===== config.mk =====
export PLATFORM = sky130hd
export DESIGN_NAME = my_serial_addsub
export DESIGN_NICKNAME = d
export VERILOG_FILES = /design/src/rtl/my_serial_addsub.sv
export SDC_FILE = /design/constraint.sdc
export NUM_CORES = 1
export LEC_CHECK = 0
export BUFFER_PORTS_ARGS = -buffer_cell sky130_fd_sc_hd__buf_2
export CORE_MARGIN = 2
export CORE_UTILIZATION = 30
export CTS_BUF_LIST = sky130_fd_sc_hd__clkbuf_8
export CTS_CLUSTER_SIZE = 30
export DETAILED_ROUTE_END_ITERATION = 8
export GPL_TIMING_DRIVEN = 0
export HOLD_SLACK_MARGIN = 0.08
export SLEW_MARGIN = 20
export SYNTH_ARGS = -nofsm -noshare
export SYNTH_HDL_FRONTEND = slang
export SYNTH_SLANG_ARGS = --single-unit

===== constraint.sdc =====
create_clock -name clk -period 1.35 [get_ports clk]
set_input_delay 0.135 -clock clk [delete_from_list [all_inputs] [get_ports clk]]
set_output_delay 0.135 -clock clk [all_outputs]
set_load 0.03 [all_outputs]

===== src/rtl/my_serial_addsub.sv =====
// my_serial_addsub: digit-serial adder/subtractor, DIGIT bits per cycle over WIDTH/DIGIT cycles
// Ports:
//   clk, rst             clock (rising edge) and asynchronous active-high reset
//   in_valid/in_ready    operand handshake for a, b and sub (sub=1 selects a-b)
//   res_valid/res_ready  result handshake; sum, cout (1 = no borrow on subtract), ovf (signed overflow)
module my_serial_addsub #(
  parameter int WIDTH = 8,
  parameter int DIGIT = 1
) (
  input  logic             clk,
  input  logic             rst,
  input  logic             in_valid,
  output logic             in_ready,
  input  logic [WIDTH-1:0] a,
  input  logic [WIDTH-1:0] b,
  input  logic             sub,
  output logic             res_valid,
  input  logic             res_ready,
  output logic [WIDTH-1:0] sum,
  output logic             cout,
  output logic             ovf
);
  localparam int N = WIDTH / DIGIT;
  localparam int CW = N > 1 ? $clog2(N) : 1;
  if (WIDTH < 2 || DIGIT < 1 || DIGIT > WIDTH || WIDTH % DIGIT != 0) begin : g_bad_params
    $error("my_serial_addsub: need WIDTH >= 2, 1 <= DIGIT <= WIDTH, WIDTH %% DIGIT == 0");
  end
  typedef enum logic [1:0] {IDLE, RUN, DONE} state_t;
  state_t state;
  logic [CW-1:0] count;
  logic [WIDTH-1:0] a_r, b_r;
  logic carry, cc, c_msb;
  logic [DIGIT-1:0] s_d;
  logic [WIDTH+DIGIT-1:0] sum_cat;
  // One DIGIT-wide ripple slice; c_msb ends as the carry into the slice's top bit,
  // which on the last digit is the carry into the operand MSB.
  always_comb begin
    cc = carry;
    c_msb = carry;
    s_d = '0;
    for (int i = 0; i < DIGIT; i++) begin
      c_msb = cc;
      s_d[i] = a_r[i] ^ b_r[i] ^ cc;
      cc = (a_r[i] & b_r[i]) | (cc & (a_r[i] ^ b_r[i]));
    end
  end
  assign sum_cat = {s_d, sum};
  always_ff @(posedge clk or posedge rst) begin
    if (rst) begin
      state <= IDLE;
      count <= '0;
      a_r <= '0;
      b_r <= '0;
      carry <= 1'b0;
      in_ready <= 1'b1;
      res_valid <= 1'b0;
      sum <= '0;
      cout <= 1'b0;
      ovf <= 1'b0;
    end else begin
      case (state)
        IDLE: if (in_valid) begin
          a_r <= a;
          b_r <= sub ? ~b : b;
          carry <= sub;
          count <= '0;
          in_ready <= 1'b0;
          state <= RUN;
        end
        RUN: begin
          sum <= sum_cat[WIDTH+DIGIT-1:DIGIT];
          a_r <= a_r >> DIGIT;
          b_r <= b_r >> DIGIT;
          carry <= cc;
          count <= count + CW'(1);
          if (count == CW'(N - 1)) begin
            cout <= cc;
            ovf <= cc ^ c_msb;
            res_valid <= 1'b1;
            state <= DONE;
          end
        end
        DONE: if (res_ready) begin
          res_valid <= 1'b0;
          in_ready <= 1'b1;
          state <= IDLE;
        end
        default: state <= IDLE;
      endcase
    end
  end
endmodule

==> impl_metrics.csv, run 1 <==
group,metric,value,unit
clock_tree,cts_tree,"built",
worst_setup_path,crit_required,1.52,ns
sta,finalWorstSetupSlack,0.03654,ns
worst_setup_path,cp_num_cells,4,
yosys,synth-main-ff-cell,"dfrtp_1",
layout,final_layout_size_suffix_gt1_share,35.64,%
sta,setup_viol,0,
worst_setup_path,r2r_start,"count[1]$_DFFE_PP0P_",
run,maxCapViolations,0,
grt,track_usage,12.03,%
yosys,async_reset_ff_share,100.0,%
worst_setup_path,cp-end-kind,"flip-flop",
sta,drv_slew,0,
place,dp_hpwl,2283,um
yosys,ys_ff_latch,34,
yosys,syn_area,0.001556,sq mm
route,wl_per_cell,13.30,um
clock_tree,clock_path_buffers,2,
route,drt-vias-per-instance,4.674,
sta,tightest_slew,0.7210,ns
clock_tree,clkSlewWorstSetupHoldPaths,0.07,ns
sta,relSlewSlack,51.87,%
grt,grt_pass1_vias,1152,
worst_setup_path,max_stage_delay,0.39,ns
sta,finClkSkew,0.008572,ns
route,wl,3431,um
grt,antenna_found_initial,0,
layout,nNetsFinal,211,
grt,grt_pass1_wl,5651,um
worst_setup_path,path_max_fanout,2,
place,gp_congestion,0.7176,
yosys,synth.distinct_cells,27,
worst_setup_path,crit_path_cell_trace,"ha_2 > ha_4 > nand3b_1 > mux2_2",
place,io_buffers,30,
grt,overflow,0,
sta,max_freq,0.7614,GHz
place,place_ws,-0.1087,ns
power_and_ir_drop,p_leak,0.9006,nW
power_and_ir_drop,vdd_drop_max,705.7,uV
worst_setup_path,crit_family,"flip-flops",
floorplanning,core,0.005042,sq mm
route,num_vias,1206,
yosys,synthesis.nets,167,
clock_tree,cts_inserted_buffers,5,
worst_setup_path,cp-start-kind,"flip-flop",
worst_setup_path,slowest_stage,"dfrtp_1",
worst_setup_path,timing.rr.end,"cout$_DFFE_PP0P_",
layout,mostFrequentLayoutCell,"buf_2",
outcome,outcome,"completed",
grt,grt_max_degree,35,
floorplanning,rows,26,
route,first_pass_iters,4,
sta,fin_setup_tns,0,ns
route,first_iter_violations,77,
floorplanning,die_x,76.03,um
worst_setup_path,r2r_cells,4,
yosys,synth-edff-count,0,
clock_tree,cts-root-buf,"clkbuf_8",
hold_path,min_path_type,"in2reg",
layout,mostFrequentLayoutCells,"buf_2, dfrtp_1, nand2_1",
layout,fin_util,38.91,%
yosys,syn_avg_cell_area,10.88,sq um
worst_setup_path,critical_path.startpoint,"count[1]$_DFFE_PP0P_",
layout,num-fill-cells,507,
worst_setup_path,path_class,"reg2reg",
worst_setup_path,path_buf_inv,0,
yosys,yosys_warnings,0,
floorplanning,initial_core_util,30.87,%
yosys,syn_inst,143,
sta,period_needed,1.313,ns
worst_setup_path,cp.arrival,1.48,ns
worst_setup_path,crit_end,"cout$_DFFE_PP0P_",
sta,finalCritPeriodShare,97.29,%
place,place_inst,243,
power_and_ir_drop,power_density,2165,mW/mm^2
clock_tree,htree_levels,2,
worst_setup_path,reg2reg_setup_slack,0.04,ns
yosys,ys_seq_area_share,54.74,%
clock_tree,insertion_delay,0.28,ns
sta,fin_hold_ws,0.08511,ns
layout,area_growth,26.04,%
route,route.antenna.remaining_nets,0,
clock_tree,clock-sinks,34,
sta,hold_violations,0,
floorplanning,io_pins,33,
layout,diodes,0,
sta,rsz0062_at_grt,"yes",
floorplanning,die_h,76.03,um
layout,stdcell_count,258,
route,drc_errors,0,
floorplanning,dieArea,0.005781,sq mm
## per-layer routing
layer	track usage, %	vias to the layer above	routed length, um
li1	-	588	-
met1	15.81	584	1622
met2	19.29	29	1594
met3	3.081	5	167
met4	4.364	0	46
met5	0	-	0
## worst min path at each step
stage,endpoint,depth (start not counted),slack (ns),startpoint
final,state[1]$_DFFE_PP0P_,2,0.09,res_ready
after global routing,state[1]$_DFFE_PP0P_,2,0.10,res_ready
after CTS,state[1]$_DFFE_PP0P_,2,0.08,res_ready
after detailed placement,sum[0]$_DFFE_PP0N_,2,0.31,rst
after global placement,state[1]$_DFFE_PP0P_,2,0.36,res_ready
after floorplan,state[1]$_DFFE_PP0P_,1,0.22,res_ready
## power by group
| part | switching [mW] | internal [mW] |
|---|---|---|
| Clock | 0.359 | 0.401 |
| Sequential | 0.250 | 1.43 |
| Combinational | 1.01 | 0.800 |
## cells in the mapped netlist (2+ instances only)
| library cell | number | area [sq um] |
|---|---|---|
| a21oi_1 | 4 | 20.02 |
| a22o_1 | 2 | 17.52 |
| a22oi_1 | 3 | 22.52 |
| a31oi_1 | 6 | 37.54 |
| and2_1 | 4 | 25.02 |
| buf_2 | 4 | 20.02 |
| buf_4 | 3 | 22.52 |
| dfrtp_1 | 33 | 825.8 |
| ha_1 | 2 | 25.02 |
| inv_1 | 4 | 15.01 |
| mux2_2 | 9 | 101.4 |
| nand2_1 | 29 | 108.9 |
| o21ai_0 | 12 | 60.06 |
| o221ai_1 | 7 | 61.31 |
| xnor2_1 | 9 | 78.83 |
## state kept, by name, summed over array words and instances, names as in the netlist
signal	count
state	2
ovf	1
in_ready	1
a_r	8
sum	8
count	3
cout	1
b_r	8
c_msb	1
res_valid	1
## cell families after synthesis
logic type | share of synthesized area [%]
multiplexers | 6.511
AND/OR/NAND/NOR | 11.41
adder cells (fa/ha/maj) | 2.894
buffers and inverters | 3.938
flip-flops | 54.74
XOR/XNOR | 5.065
AO/OA/AOI/OAI | 15.44
## final cells by class
type | count | area (sq um) | area share (%)
Clock inverter | 2 | 7.507 | 0.3827
Tap cell | 70 | 87.58 | 4.464
Multi-Input combinational cell | 97 | 660.6 | 33.67
Inverter | 4 | 15.01 | 0.7653
Timing Repair Buffer | 37 | 209.0 | 10.65
Clock buffer | 6 | 82.58 | 4.209
Buffer | 8 | 47.55 | 2.423
Sequential cell | 34 | 852.1 | 43.43
## through the flow
| step | area (sq um) | power [mW] |
|---|---|---|
| 5_1_grt | 1962 | 4.548 |
| 3_3_place_gp | 1794 | 3.338 |
| 3_5_place_dp | 1794 | 3.370 |
| 4_1_cts | 1932 | 4.217 |
| 2_1_floorplan | 1556 | 2.905 |
| 6_report | 1962 | 4.248 |
## repair_timing
| item | CTS | global route |
|---|---|---|
| cloned | 0 | 0 |
| pin swaps | 0 | 1 |
| resized for setup | 3 | 6 |
| setup endpoints to repair | 1 | 14 |
| hold endpoints to repair | 33 | 0 |
| hold buffers | 1 | 0 |
| setup buffers | 3 | 3 |
No activity file was read; power rests on OpenSTA's default activity.
==> run 2: changes to the inputs <==
==> constraint.sdc (replaced) <==
create_clock -name clk -period 1.45 [get_ports clk]
set_input_delay 0.145 -clock clk [delete_from_list [all_inputs] [get_ports clk]]
set_output_delay 0.145 -clock clk [all_outputs]
set_load 0.03 [all_outputs]
==> run 2 against run 1 <==
Compared with the run above: sequential power decreased by 8%; cell count decreased by 1.9%; critical path type unchanged; maximum frequency decreased by 4.5%; clock-buffer cell count unchanged; via count decreased by 4.4%; combinational power decreased by 14%; highest routed layer unchanged; clock power decreased by 7.9%; register-to-register slack improved by 0.04 ns.
==> impl_metrics.csv, run 2 (synthesis results as in run 1) <==
group,metric,value,unit
worst_setup_path,path_max_fanout,3,
worst_setup_path,max_stage_delay,0.40,ns
sta,tightest_slew,0.7328,ns
layout,mostFrequentLayoutCells,"buf_2, dfrtp_1, nand2_1",
layout,nNetsFinal,206,
sta,fin_setup_tns,0,ns
sta,hold_violations,0,
worst_setup_path,cp-end-kind,"flip-flop",
grt,grt_max_degree,35,
place,gp_congestion,0.7176,
route,drc_errors,0,
floorplanning,rows,26,
hold_path,min_path_type,"in2reg",
clock_tree,cts_tree,"built",
place,dp_hpwl,2283,um
worst_setup_path,r2r_start,"count[0]$_DFFE_PP0P_",
sta,max_freq,0.7269,GHz
layout,mostFrequentLayoutCell,"buf_2",
clock_tree,insertion_delay,0.28,ns
hold_path,hold_end,"state[1]$_DFFE_PP0P_",
sta,finalCritPeriodShare,94.88,%
sta,fin_hold_ws,0.09298,ns
worst_setup_path,cp.arrival,1.54,ns
power_and_ir_drop,vdd_drop_max,619.9,uV
route,first_iter_violations,61,
route,first_pass_iters,4,
clock_tree,clock-sinks,34,
grt,grt_pass1_wl,5520,um
layout,fin_util,37.77,%
worst_setup_path,crit_required,1.61,ns
hold_path,whs_path_depth,2,
route,num_vias,1153,
floorplanning,core,0.005042,sq mm
clock_tree,clkSlewWorstSetupHoldPaths,0.06,ns
run,maxCapViolations,0,
clock_tree,cts-root-buf,"clkbuf_8",
floorplanning,io_pins,33,
layout,area_growth,22.35,%
worst_setup_path,crit_path_cell_trace,"ha_1 > ha_2 > nand3b_1 > mux2_2",
power_and_ir_drop,power_density,2000,mW/mm^2
layout,reg_top3,"a_r: 8 flops, b_r: 8 flops, sum: 8 flops",
clock_tree,htree_levels,2,
worst_setup_path,r2r_cells,4,
worst_setup_path,slowest_stage,"dfrtp_1",
sta,rsz0062_at_grt,"no",
grt,antenna_found_initial,0,
floorplanning,die_x,76.03,um
sta,setup_viol,0,
sta,finClkSkew,0.005281,ns
power_and_ir_drop,p_leak,0.8739,nW
place,io_buffers,30,
grt,track_usage,11.80,%
floorplanning,initial_core_util,30.87,%
sta,period_needed,1.376,ns
layout,diodes,0,
sta,drv_slew,0,
worst_setup_path,path_class,"reg2reg",
layout,final_layout_size_suffix_gt1_share,31.69,%
outcome,outcome,"completed",
floorplanning,dieArea,0.005781,sq mm
floorplanning,die_h,76.03,um
clock_tree,clock_path_buffers,2,
worst_setup_path,timing.rr.end,"cout$_DFFE_PP0P_",
route,wl_per_cell,13.03,um
route,drt-vias-per-instance,4.557,
grt,grt_pass1_vias,1121,
sta,relSlewSlack,51.07,%
route,route.antenna.remaining_nets,0,
clock_tree,cts_inserted_buffers,5,
grt,overflow,0,
worst_setup_path,cp-start-kind,"flip-flop",
route,wl,3297,um
hold_path,min-delay-start,"res_ready",
layout,num-fill-cells,510,
worst_setup_path,reg2reg_setup_slack,0.07,ns
run 2: cell count changes in the layout (fill, tap and decap cells not counted), sizes merged:
cell / delta
buf: -5
run 2: cell type report:
class / instances / area, sq um / area share, %
clock buffers: 6 / 82.58 / 4.336
flip-flops and latches: 34 / 852.1 / 44.74
well taps: 70 / 87.58 / 4.599
repair buffers: 32 / 167.7 / 8.804
plain buffers: 8 / 46.29 / 2.431
inverters: 4 / 15.01 / 0.7884
clock inverters: 2 / 7.507 / 0.3942
multi-input cells: 97 / 645.6 / 33.90
run 2: stage by stage:
stage | instance area [sq um] | power, mW | setup slack (ns) | cells
2_1_floorplan | 1556 | 2.705 | 0.1056 | 143
3_3_place_gp | 1794 | 3.108 | 0.0009126 | 243
3_5_place_dp | 1794 | 3.138 | -0.008681 | 243
4_1_cts | 1902 | 3.867 | 0.03506 | 253
5_1_grt | 1904 | 4.094 | 0.03428 | 253
6_report | 1904 | 3.808 | 0.07425 | 253
run 2: report_power, final:
| group | leakage, nW | switching (mW) | internal [mW] |
|---|---|---|---|
| logic | 0.386 | 0.898 | 0.657 |
| registers | 0.434 | 0.220 | 1.33 |
| clock network | 0.0538 | 0.327 | 0.373 |
| total | 0.874 | 1.44 | 2.36 |
run 2: worst max-delay path by stage:
stage / start / cells after the start / end
6_report: count[0]$_DFFE_PP0P_ / 4 / cout$_DFFE_PP0P_
3_5_place_dp: count[0]$_DFFE_PP0P_ / 4 / cout$_DFFE_PP0P_
3_3_place_gp: count[0]$_DFFE_PP0P_ / 4 / cout$_DFFE_PP0P_
4_1_cts: count[0]$_DFFE_PP0P_ / 4 / cout$_DFFE_PP0P_
2_1_floorplan: count[0]$_DFFE_PP0P_ / 4 / cout$_DFFE_PP0P_
5_1_grt: count[0]$_DFFE_PP0P_ / 4 / cout$_DFFE_PP0P_
run 2: critical path, delay by kind of cell (launching register included):
| kind | cells | cell delay, ns |
|---|---|---|
| DFF | 1 | 0.40 |
| adders and majority gates | 2 | 0.40 |
| muxes | 1 | 0.34 |
| and+or+nand+nor | 1 | 0.12 |
run 2: layer usage:
metal | vias up | track usage (%) | part of all wire, %
met1 | 549 | 15.58 | 48
met4 | 0 | 4.364 | 1.1
met3 | 4 | 3.081 | 4.6
met2 | 23 | 18.75 | 46
met5 | - | 0 | 0
li1 | 577 | - | -
run 2: repair_timing:
action / CTS / global route
hold buffers: 1 / 0
gates resized for setup: 0 / 1
setup endpoints to repair: 1 / 1
setup buffers: 1 / 0
pin swaps: 0 / 0
endpoints found under the hold margin: 33 / 0
==> run 3: changes to the inputs <==
--- a/config.mk
+++ b/config.mk
@@ -8,7 +8,7 @@
 export BUFFER_PORTS_ARGS = -buffer_cell sky130_fd_sc_hd__buf_2
 export CORE_MARGIN = 2
 export CORE_UTILIZATION = 30
-export CTS_BUF_LIST = sky130_fd_sc_hd__clkbuf_8
+export CTS_BUF_LIST = sky130_fd_sc_hd__clkbuf_16
 export CTS_CLUSTER_SIZE = 30
 export DETAILED_ROUTE_END_ITERATION = 8
 export GPL_TIMING_DRIVEN = 0
==> run 3 against run 2 <==
Compared with the run above: setup slack worse by 0.0063 ns; maximum frequency down 0.46%; via count up 1.5%; worst hold slack better by 0.0071 ns; combinational power about the same; core utilization up 0.92 points; flip-flop and latch count unchanged; highest routed layer unchanged.
==> impl_metrics.csv, run 3 (synthesis results as in run 1) <==
group,metric,value,unit
outcome,outcome,"completed",
grt,grt_pass1_vias,1142,
layout,nNetsFinal,206,
clock_tree,cts_inserted_buffers,5,
grt,met3_usage,3.436,%
floorplanning,die_x,76.03,um
place,place_ws,-0.008681,ns
floorplanning,dieArea,0.005781,sq mm
sta,fin_hold_ws,0.1001,ns
worst_setup_path,cp-start-kind,"flip-flop",
floorplanning,core,0.005042,sq mm
clock_tree,clock_path_buffers,2,
worst_setup_path,r2r_cells,4,
clock_tree,htree_levels,2,
sta,max_freq,0.7236,GHz
grt,antenna_found_initial,0,
clock_tree,cts-root-buf,"clkbuf_16",
place,io_buffers,30,
route,route.antenna.remaining_nets,0,
hold_path,min_path_type,"in2reg",
layout,mostFrequentLayoutCells,"buf_2, dfrtp_1, nand2_1",
layout,final_layout_size_suffix_gt1_share,31.15,%
worst_setup_path,cp.arrival,1.54,ns
sta,tightest_slew,0.7293,ns
sta,finalCritPeriodShare,95.32,%
layout,mostFrequentLayoutCell,"buf_2",
power_and_ir_drop,power_density,2104,mW/mm^2
power_and_ir_drop,p_leak,0.8939,nW
power_and_ir_drop,combPwrFrac,38.0,%
grt,grt_max_degree,35,
grt,overflow,0,
layout,fin_util,38.68,%
run,maxCapViolations,0,
clock_tree,cts_tree,"built",
power_and_ir_drop,p_sw_share,36.43,%
route,wl_per_cell,13.21,um
route,first_pass_iters,4,
power_and_ir_drop,switchingPower,1.495,mW
layout,area_growth,25.32,%
place,dp_hpwl,2283,um
worst_setup_path,path_class,"reg2reg",
power_and_ir_drop,pwr-share-clk,24.0,%
grt,busiest_layer,"met2",
grt,grt_pass1_wl,5589,um
worst_setup_path,path_max_fanout,3,
route,drc_errors,0,
grt,track_usage,12.11,%
hold_path,whs_path_depth,2,
place,place_inst,243,
worst_setup_path,reg2reg_setup_slack,0.07,ns
worst_setup_path,cp-end-kind,"flip-flop",
layout,stdcell_count,253,
sta,finalWorstSetupSlack,0.06793,ns
sta,period_needed,1.382,ns
sta,setup_viol,0,
floorplanning,io_pins,33,
route,wl,3343,um
layout,diodes,0,
worst_setup_path,crit_required,1.60,ns
clock_tree,clock-sinks,34,
power_and_ir_drop,vdd_drop_max,682.1,uV
sta,rsz0062_at_grt,"no",
grt,grtUsageMet2,19.29,%
route,drt-vias-per-instance,4.625,
power_and_ir_drop,internal_power,2.609,mW
floorplanning,rows,26,
route,num_vias,1170,
floorplanning,initial_core_util,30.87,%
sta,relSlewSlack,51.31,%
clock_tree,insertion_delay,0.28,ns
grt,grt_use_met1,15.60,%
sta,hold_violations,0,
power_and_ir_drop,pwr-share-seq,38.0,%
route,first_iter_violations,70,
sta,drv_slew,0,
sta,finClkSkew,0.006454,ns
clock_tree,clkSlewWorstSetupHoldPaths,0.05,ns
layout,reg_top3,"a_r: 8 flops, b_r: 8 flops, sum: 8 flops",
place,gp_congestion,0.7176,
floorplanning,die_h,76.03,um
==> run 3: changes by cell type in the layout (fill, tap and decap cells not counted) <==
cell,change
clkinv_1,+1
clkbuf_16,+5
clkbuf_8,-6
==> run 3: metal layers <==
metal  wire length, um  up-vias
li1                  -      578
met1              1593      565
met2              1546       21
met3               148        6
met4                54        0
met5                 0        -
==> run 3: per-stage QoR <==
step | power [mW] | setup TNS [ns] | instance area (sq um)
after floorplan | 2.705 | 0 | 1556
after global placement | 3.108 | 0 | 1794
after detailed placement | 3.138 | -0.008681 | 1794
after CTS | 4.164 | 0 | 1948
after global routing | 4.388 | 0 | 1951
final | 4.105 | 0 | 1951
==> run 3: timing repair <==
action | in CTS | in global routing
gates resized for setup | 0 | 1
setup endpoints to repair | 1 | 1
hold endpoints to repair | 33 | 0
hold buffers | 1 | 0
buffers inserted | 1 | 0
gates cloned | 0 | 0
==> run 3: path summary, 6_finish.rpt <==
check,from,endpoint
max,count[0]$_DFFE_PP0P_,cout$_DFFE_PP0P_
min,res_ready,state[1]$_DFFE_PP0P_
max reg2reg,count[0]$_DFFE_PP0P_,cout$_DFFE_PP0P_
min reg2reg,a_r[4]$_DFFE_PP0P_,a_r[4]$_DFFE_PP0P_
max in group asynchronous,rst,b_r[4]$_DFFE_PP0P_
min in group asynchronous,rst,sum[0]$_DFFE_PP0N_
==> run 3: power by group through the flow <==
stage	Sequential (mW)	Clock, mW	Combinational, mW
global route	1.62	1.05	1.72
floorplan	1.82	0	0.886
CTS	1.57	1.01	1.59
finish	1.56	0.986	1.56
global placement	1.57	0	1.54
detailed placement	1.58	0	1.56
==> run 3: layout make-up <==
class	instances	area (sq um)
Fill cell	511	3092
Sequential cell	34	852.1
Multi-Input combinational cell	97	645.6
Timing Repair Buffer	32	167.7
Clock buffer	5	125.1
Tap cell	70	87.58
Buffer	8	46.29
Inverter	4	15.01
Clock inverter	3	11.26
==> run 3: critical path, stage by stage, from the launching register on <==
cell      delay [ns]
dfrtp_1         0.40
ha_1            0.21
ha_2            0.19
nand3b_1        0.12
mux2_2          0.34
